<file path="src/rtl/merger_tree_param.sv">
// merger_tree_param: LEAVES-way binary merge tree combining ascending sorted streams into one,
// with an all-ones terminator (TERM) marking the end of each stream.
module merger_tree_param #(
  parameter int DATA_W     = 32,
  parameter int LEAVES     = 4,
  parameter int FIFO_DEPTH = 4
) (
  input  logic                     i_clk,
  input  logic                     i_rst_n,
  input  logic [LEAVES*DATA_W-1:0] i_fifo,
  input  logic [LEAVES-1:0]        i_fifo_empty,
  input  logic                     i_fifo_out_ready,
  output logic [LEAVES-1:0]        o_fifo_read,
  output logic                     o_out_fifo_write,
  output logic [DATA_W-1:0]        o_data,
  output logic [31:0]              o_count,
  output logic                     o_done
);
  localparam int AW = $clog2(FIFO_DEPTH);
  localparam logic [DATA_W-1:0] TERM = '1;
  genvar n;
  // Heap numbering: node n merges children 2n and 2n+1; indices >= LEAVES are the external
  // leaf FIFOs, and every node n > 1 owns the FIFO carrying its output up to node n/2.
  for (n = 1; n < LEAVES; n++) begin : g_node
    logic [DATA_W-1:0] a, b, emit;
    logic a_empty, b_empty, ready, fire, pop_a, pop_b;
    if (2 * n < LEAVES) begin : g_in
      assign a       = g_node[2*n].g_fifo.q_data;
      assign a_empty = g_node[2*n].g_fifo.q_empty;
      assign b       = g_node[2*n+1].g_fifo.q_data;
      assign b_empty = g_node[2*n+1].g_fifo.q_empty;
    end else begin : g_in
      assign a       = i_fifo[(2*n-LEAVES)*DATA_W +: DATA_W];
      assign a_empty = i_fifo_empty[2*n-LEAVES];
      assign b       = i_fifo[(2*n+1-LEAVES)*DATA_W +: DATA_W];
      assign b_empty = i_fifo_empty[2*n+1-LEAVES];
      assign o_fifo_read[2*n-LEAVES]   = pop_a;
      assign o_fifo_read[2*n+1-LEAVES] = pop_b;
    end
    assign fire  = i_rst_n & ~a_empty & ~b_empty & ready;
    // Ties favour input A; two terminators collapse into a single emitted TERM.
    assign pop_a = fire & (a <= b);
    assign pop_b = fire & ((b < a) | ((a == TERM) & (b == TERM)));
    assign emit  = (a <= b) ? a : b;
    if (n > 1) begin : g_fifo
      logic [DATA_W-1:0] mem [FIFO_DEPTH];
      logic [DATA_W-1:0] q_data;
      logic [AW:0] wp, rp;
      logic q_empty, full, rd;
      assign rd      = (n % 2 == 1) ? g_node[n/2].pop_b : g_node[n/2].pop_a;
      assign q_empty = wp == rp;
      assign full    = (wp ^ rp) == {1'b1, {AW{1'b0}}};
      assign q_data  = mem[rp[AW-1:0]];
      assign ready   = ~full | rd;
      always_ff @(posedge i_clk) begin
        if (!i_rst_n) begin
          wp <= '0;
          rp <= '0;
        end else begin
          wp <= fire ? wp + 1'b1 : wp;
          rp <= rd ? rp + 1'b1 : rp;
        end
      end
      // A full FIFO is written only while its head slot is being read on the same edge.
      always_ff @(posedge i_clk) begin
        if (fire) mem[wp[AW-1:0]] <= emit;
      end
    end else begin : g_root
      assign ready = i_fifo_out_ready & ~o_done;
    end
  end
  assign o_out_fifo_write = g_node[1].fire;
  assign o_data           = g_node[1].emit;
  always_ff @(posedge i_clk) begin
    if (!i_rst_n) begin
      o_count <= '0;
      o_done  <= 1'b0;
    end else if (o_out_fifo_write) begin
      o_done  <= o_done | (o_data == TERM);
      o_count <= (o_data == TERM) ? o_count : o_count + 32'd1;
    end
  end
endmodule

</file>
<file path="config.mk">
export PLATFORM = sky130hd
export DESIGN_NAME = merger_tree_param
export DESIGN_NICKNAME = d
export VERILOG_FILES = /design/src/rtl/merger_tree_param.sv
export SDC_FILE = /design/constraint.sdc
export NUM_CORES = 1
export LEC_CHECK = 0
export ABC_AREA = 1
export CAP_MARGIN = 0
export CORE_MARGIN = 2
export CORE_UTILIZATION = 29
export DETAILED_ROUTE_END_ITERATION = 8
export GPL_TIMING_DRIVEN = 0
export PLACE_DENSITY = 0.45
export REMOVE_ABC_BUFFERS = 1
export SLEW_MARGIN = 30
export SYNTH_ARGS = -nofsm -noshare
export SYNTH_HDL_FRONTEND = slang
export SYNTH_SLANG_ARGS = --single-unit
</file>
<file path="constraint.sdc">
create_clock -name i_clk -period 6.5 [get_ports i_clk]
set_clock_uncertainty 0.2 [all_clocks]
set_input_delay 1.95 -clock i_clk [delete_from_list [all_inputs] [get_ports i_clk]]
set_output_delay 1.95 -clock i_clk [all_outputs]
set_load 0.1 [all_outputs]
</file>
# Word level (Yosys, flattened, before mapping)
# Memory sizes are Yosys's and may differ from the RTL's. A register that Yosys moved wholly into a read port is not among the register bits.
# Cells that the tools add are included.
[word_totals]
reg_bits = 45
ramBits = 256
in_bits = 135
output_inout_bits = 70
wordCells = 79
memories = 2
[classes]
n_addsub = 5
n_lt_le_gt_ge = 6
n_eq_ne = 11
n_mux = 11
n_bitwise = 37
reduce_logical = 1
[memory_table]
columns = ["name", "depth", "word_bits", "rd", "rd_ports_with_merged_regs", "write_ports", "line", "source"]
rows = [
  ["g_node[2].g_fifo.mem", 4, 32, 1, 1, 1, "46", "logic [DATA_W-1:0] mem [FIFO_DEPTH];"],
  ["g_node[3].g_fifo.mem", 4, 32, 1, 1, 1, "46", ""],
]
[ops]
columns = ["cell", "n"]
rows = [
  ["32-bit equality test (second input constant)", 7],
  ["32-bit <= comparator", 3],
  ["32-bit less-than comparator", 3],
  ["32-bit two-way mux", 3],
  ["32-bit by 1-bit adder with 32-bit output (second input constant)", 1],
  ["1-bit bitwise AND", 19],
  ["3-bit by 1-bit adder with 3-bit output (second input constant)", 4],
  ["1-bit NOT", 10],
  ["2-bit two-way mux", 4],
  ["3-bit equality test", 2],
  ["3-bit equality test (second input constant)", 2],
  ["1-bit OR", 6],
  ["3-bit bitwise XOR", 2],
  ["1-bit two-way mux", 4],
  ["2-bit AND reduction", 1],
]

# Longest topological paths before layout
# Gate-level depths: netlist of the first run.
[depth]
depth_word = 10
depth_mapped = 32
mapped_depth_nobuf = 28

# Worst setup path after synthesis of the first run
# OpenSTA, ideal clock, no wires.
[synth_timing]
kind = "input -> output"
from = "input port i_fifo[63]"
to = "output port o_fifo_read[1]"
arrival_ns = 4.033
path_slack_ns = 0.317
cell_stages = 12
cell_sequence = "inv_1 > ha_1 > nand2_1 > nor2_1 > nand4_1 > nor4_1 > nand2_1 > a21boi_0 > clkinv_1 > clkbuf_1 > a21oi_1 > buf_4"
[synth_via]
elab_chain_len = 4
[synth_lines]
columns = ["element", "line", "source"]
rows = [
  ["start: declaration", "10", "input logic [LEAVES*DATA_W-1:0] i_fifo,"],
  ["parallel branches: the longest is 2 deep, another holds 32-bit less-than comparator", "-", ""],
  ["1-bit OR *", "43", "assign pop_b = fire & ((b < a) | ((a == TERM) & (b == TERM)));"],
  ["1-bit bitwise AND *", "43", ""],
  ["end: declaration", "13", "output logic [LEAVES-1:0] o_fifo_read,"],
]
# Mark *: on every way between the ends.

# Final worst setup path of the first run
[layout_timing]
from = "input port i_fifo[110]"
to = "output port o_fifo_read[3]"
# Same word-level chain as after synthesis.

==> results.ini, run 1 <==
[floorplan]
ios=205
fp.coreArea_sq_um=56600
die_width_um=243.6
dieArea_sq_um=59340
initial_core_util_pct=29.41
die_height_um=243.6
fp-row-count=87

[drt]
met2_length_um=24300
wl_per_cell_um=17.75
vias=13570
drt_wl_total_um=50220
ant_nets=0
met3_length_um=2342
drtIter0Drc=772
routed.top_layer=met4
drt-met1-wl_um=22810
dr.pass1.iters=5
via_per_inst=4.796
drc=0

[cells_and_area]
mostFrequentLayoutCells=nand2_1 (401), edfxtp_1 (256), o21ai_0 (178)
design_area_sq_um=21470
antenna_cells=0
layout-drive-gt1-share_pct=11.14
ff_latch_area_sq_um=8683
layout_commonest_cell=nand2_1
multiInputGateArea_sq_um=7262
fill_cells=5673
layout.nets=2291
fin_cells=2830
syn2layout_area_growth_pct=28.94
utilization_pct=37.92

[placed_design]
globalplace.congestion=0.8555
io_buffers=204
dp_cells=2731
placed_area_sq_um=19710
hpwlAfterDp_um=35040

[clocking]
clock_sinks=305
clk_latency_ns=0.54
cts_hold_buf=0
cts_tree=done
clkSlewWorstSetupHoldPaths_ns=0.05
h-tree-depth=2
cts-root-buf=clkbuf_16
cts_buffer_depth=3
cts_buffers=35

[power_and_ir_drop]
power_leakage_nw=8.259
power.density_nw_per_um2=225.9
irDropWorstVdd_uv=155.2

[sta]
hold_viol_final=0
rsz0062_at_grt=yes
finalSetupTns_ns=0
finalMaxSlewViolations=0
worst_slew_pin_slew_ns=0.9980
setup_violations=0
post-route-min-period_ns=6.443
clock.fmax_ghz=0.1552
maxSlewHeadroom_pct=33.26
period_share_pct=99.12

[global_routing]
grt_pass1_wl_um=76330
grt.total_usage_pct=16.43
antenna_found_initial=0
first_global_vias=13190
grt.overflow.total=0
grt_max_degree=67

[critical_path]
critPathKind=input port to output port
critical_path_arrival_ns=4.29
setup.worst_path.start_class=input port
slowest_stage=clkdlybuf4s50_1
critPathTopFamily=buffers and inverters
crit_required_ns=4.35
max_stage_delay_ns=0.48
path_buf_inv=5
path_cells=clkdlybuf4s50_1 -> inv_1 -> ha_1 -> nand4_1 -> buf_4 -> o211ai_1 -> nand2_1 -> a21boi_4 -> clkinv_4 -> a21oi_4 -> buf_12
worstSetupEndpointType=output port
cp_max_fo=2

[synth]
synth_ff_type=edfxtp_1
synth_top_cell_by_area=edfxtp_1
netlist_area_sq_um=16650
ys_seq_elements=305
synth-edff-count=256
synthDistinctLibCells=49
async_flop_share_pct=0
seq_area_frac_synth_pct=52.07
yosys_warnings=0
synthTopCellsByArea=edfxtp_1 (46%), nand2_1 (9.1%), ha_1 (8.0%)
synth.avg_cell_area_sq_um=9.088
synthCells=1832
synth_top_area_share_pct=46.17

[flow_run]
drv_cap=0

[min_path]
min_path_type=register to register

[run_status]
outcome=finished clean

==> where the power goes <==
group	switching (mW)	internal, mW
logic	0.573	0.245
registers	0.00768	2.19
clock network	0.781	1.05
total	1.36	3.49
==> worst register-to-register path: stages (launching register included) <==
cell and delay, ns:
dfxtp_4 0.49, buf_16 0.27, o21ai_0 0.19, o22a_1 0.26, ha_1 0.33, a21oi_1 0.15, nand2_1 0.07, a21oi_1 0.17
nand2_1 0.12, nand2_2 0.12, nand2_8 0.18, nand2_4 0.29, nand2_1 0.08, nand2_1 0.13, nand2_1 0.07, nor2_1 0.14
nand2_1 0.18, nor2_1 0.18, nand2_2 0.40, a21oi_1 0.33, nor2_1 0.05
==> synthesized netlist by cell type, types with 3 or more instances <==
cell type  instances
nand3_2            9
nand3_1           64
nand3b_1          30
nor2_2             9
xor2_1             3
clkbuf_1          32
nor3_1            21
dfxtp_1           49
nand2_2            6
o21ai_0          179
edfxtp_1         256
o22a_1            14
inv_2              4
nand4_1           54
o21a_1             3
nand2_1          405
xnor2_1            3
a211oi_1           6
ha_1             107
nor2_1           185
inv_1            177
nor4_1            18
buf_4             10
o22ai_1           20
a21oi_1          107
buf_6             10
buf_2             23
==> stage by stage <==
step	setup WS [ns]	total power [mW]	hold slack (ns)
detailed placement	-2.151	3.018	0.2760
global placement	-3.586	3.004	0.2603
finish	0.05695	4.850	0.2784
global route	-0.08711	5.057	0.3019
CTS	-0.1029	4.888	0.2839
floorplan	-1.448	2.710	0.2500
==> layer usage <==
layer / up-vias / track usage (%)
met2: 247 / 27.71
li1: 6781 / -
met5: - / 0
met4: 0 / 3.551
met3: 58 / 2.897
met1: 6486 / 22.02
==> layout make-up <==
type	count	share of cell area (%)
Clock inverter	19	0.5829
Timing Repair inverter	5	0.1282
Timing Repair Buffer	251	12.95
Sequential cell	305	40.45
Tap cell	756	4.406
Multi-Input combinational cell	1268	33.83
Clock buffer	43	4.319
Inverter	183	3.340
==> final timing paths <==
check	to	slack (ns)	depth (start not counted)	startpoint
setup / recovery	o_fifo_read[3]	0.06	11	i_fifo[110]
hold / removal	g_node[3].g_fifo.rp[2]$_SDFFE_PN0P_	0.28	2	g_node[3].g_fifo.rp[2]$_SDFFE_PN0P_
setup reg to reg	o_count[26]$_SDFFE_PN0P_	1.99	20	register
hold reg to reg	g_node[3].g_fifo.rp[2]$_SDFFE_PN0P_	0.28	2	g_node[3].g_fifo.rp[2]$_SDFFE_PN0P_
==> flip-flops by register name, summed over array words and instances (netlist names), named ones only <==
name / cells
o_done: 1
g_node.g_fifo.rp: 6
g_node.g_fifo.mem: 256
o_count: 32
g_node.g_fifo.wp: 6
==> kinds of logic (layout without fill, tap and decap cells) <==
group                      after synthesis  in the layout  share of synthesized area [%]
DFF                                    305            305                          52.07
adders and majority gates              107            107                          8.041
and+or+nand+nor                        810            812                          21.62
xor gates and xnor gates                 6              6                         0.3157
AOI/OAI and AO/OA                      343            343                          11.21
buffers and inverters                  261            501                          6.741
==> repair_timing <==
| action | 4_1_cts | 5_1_grt |
|---|---|---|
| pin swaps | 10 | 20 |
| gates resized for setup | 130 | 73 |
| setup buffers | 18 | 12 |
| setup endpoints to repair | 37 | 20 |
| endpoints found under the hold margin | 0 | 0 |
| cloned | 6 | 1 |
(Power assumes the default switching activity.)
==> inputs of run 2 (changes only) <==
- CTS_CLUSTER_DIAMETER: unset -> 40
==> run 2 against run 1 <==
Die area is the same; clock power grew 50%; hold slack gained 0.00097 ns; cell count grew 1.5%; routed wire length grew 1.9%; fmax grew 0.27%; core utilization grew 1.7 points; sequential share of layout area shrank 1.8 points; first-iteration DRC count shrank 2.7%; sequential power is essentially flat; flip-flop and latch count is the same.
==> results.ini, run 2 (same netlist as run 1, synthesis figures left out) <==
[drt]
wl_per_cell_um=17.82
ant_nets=0
via_per_inst=4.794
vias=13770
drt_wl_total_um=51190
drc=0
dr.pass1.iters=5
drtIter0Drc=751

[global_routing]
grt_max_degree=67
grt_pass1_wl_um=77130
grt.overflow.total=0
antenna_found_initial=0
first_global_vias=13370
grt.total_usage_pct=16.69

[floorplan]
initial_core_util_pct=29.41
dieArea_sq_um=59340
fp.coreArea_sq_um=56600
ios=205
die_height_um=243.6
fp-row-count=87
die_width_um=243.6

[critical_path]
slowest_stage=clkdlybuf4s50_1
reg2reg_slack_ns=2.04
worstSetupEndpointType=output port
max_stage_delay_ns=0.47
critPathKind=input port to output port
endpoint=o_fifo_read[3]
worstReg2RegEnd=o_count[1]$_SDFFE_PN0P_
cp_max_fo=3
path_cells=clkdlybuf4s50_1 -> ha_1 -> nand4_1 -> buf_4 -> o211ai_1 -> nand2_1 -> a21boi_4 -> clkinv_4 -> a21oi_4 -> buf_12
setup.worst_path.start_class=input port
critical_path_arrival_ns=4.28
crit_required_ns=4.35
startpoint=i_fifo[78]
worstRegToRegCells=22

[min_path]
min_path_type=register to register

[sta]
whs_ns=0.2794
rsz0062_at_grt=yes
post-route-min-period_ns=6.426
hold_viol_final=0
finalMaxSlewViolations=0
clock.fmax_ghz=0.1556
period_share_pct=98.86
setup_violations=0
worst_slew_pin_slew_ns=0.9980
maxSlewHeadroom_pct=33.26

[cells_and_area]
layout-drive-gt1-share_pct=13.99
syn2layout_area_growth_pct=34.79
utilization_pct=39.64
mostFrequentLayoutCells=nand2_1 (401), edfxtp_1 (256), o21ai_0 (178)
layout.nets=2316
largest_register_ffs=256
layout_commonest_cell=nand2_1
fin_cells=2872
antenna_cells=0

[clocking]
clk_latency_ns=0.58
cts_buffers=51
clock_sinks=305
cts-root-buf=clkbuf_16
cts_tree=done
clkSlewWorstSetupHoldPaths_ns=0.05
cts_buffer_depth=3
cts_hold_buf=0
h-tree-depth=2

[power_and_ir_drop]
power_leakage_nw=8.819
irDropWorstVdd_uv=195.2
power.density_nw_per_um2=257.3

[run_status]
outcome=finished clean

[placed_design]
globalplace.congestion=0.8555
io_buffers=204
hpwlAfterDp_um=35040
dp_cells=2731

[flow_run]
drv_cap=0

## run 2: changes by cell type in the layout (fill, tap and decap cells not counted), sizes merged, moves of 8 or more
cell,previous run,this run
clkdlybuf4s50,152,136
dlymetal6s2s,14,30
buf,57,65
clkbuf,55,63
## run 2: worst max-delay path, delay by kind of cell
| kind | cells | cell delay (ns) |
|---|---|---|
| AO/OA/AOI/OAI | 3 | 0.68 |
| buffers and inverters | 4 | 0.96 |
| adder cells (fa/ha/maj) | 1 | 0.32 |
| AND/OR/NAND/NOR | 2 | 0.36 |
## run 2: worst min path at each step
stage,startpoint,to,slack [ns],depth (start not counted)
finish,g_node[3].g_fifo.rp[2]$_SDFFE_PN0P_,g_node[3].g_fifo.rp[2]$_SDFFE_PN0P_,0.28,2
global route,g_node[3].g_fifo.rp[2]$_SDFFE_PN0P_,g_node[3].g_fifo.rp[2]$_SDFFE_PN0P_,0.30,2
CTS,g_node[3].g_fifo.rp[2]$_SDFFE_PN0P_,g_node[3].g_fifo.rp[2]$_SDFFE_PN0P_,0.28,2
detailed placement,g_node[3].g_fifo.rp[2]$_SDFFE_PN0P_,g_node[3].g_fifo.rp[2]$_SDFFE_PN0P_,0.28,2
global placement,g_node[3].g_fifo.rp[2]$_SDFFE_PN0P_,g_node[3].g_fifo.rp[2]$_SDFFE_PN0P_,0.26,2
floorplan,g_node[3].g_fifo.rp[2]$_SDFFE_PN0P_,g_node[3].g_fifo.rp[2]$_SDFFE_PN0P_,0.25,2
## run 2: per-layer routing
metal	track usage [%]	share of wire, %	vias up
li1	-	-	6859
met5	0	0	-
met1	22.11	45	6616
met2	27.85	48	242
met4	3.730	1.5	0
met3	3.657	4.9	52
## run 2: layout make-up
cell class	count	area (sq um)
inverter	183	728.2
sequential	305	8683
tap	756	945.9
clock buffer	56	1338
timing repair inverter	5	27.53
timing repair buffer	260	2950
clock inverter	39	420.4
fill	5608	34160
multi-input combinational	1268	7347
## run 2: stage by stage
step / total power [mW] / instance area (sq um) / worst slack (ns) / setup TNS, ns
after detailed placement: 3.018 / 19710 / -2.151 / -22.10
after global placement: 3.004 / 19200 / -3.586 / -1099.53
after global routing: 6.006 / 22440 / -0.07153 / -0.1302
final: 5.773 / 22440 / 0.07431 / 0
after CTS: 5.816 / 21860 / -0.2271 / -0.2325
after floorplan: 2.710 / 16210 / -1.448 / -7.061
## run 2: where the power goes
| group | total, mW | switching [mW] | internal [mW] |
|---|---|---|---|
| clock | 2.75 | 1.00 | 1.74 |
| combinational | 0.829 | 0.578 | 0.251 |
| sequential | 2.20 | 0.00743 | 2.19 |
| total | 5.77 | 1.59 | 4.19 |
## run 2: repair_timing
item,4_1_cts,5_1_grt
endpoints found under the hold margin,0,0
gates resized for setup,142,96
gates cloned,6,2
buffers inserted,15,23
pin swaps,8,23
setup endpoints to repair,37,32
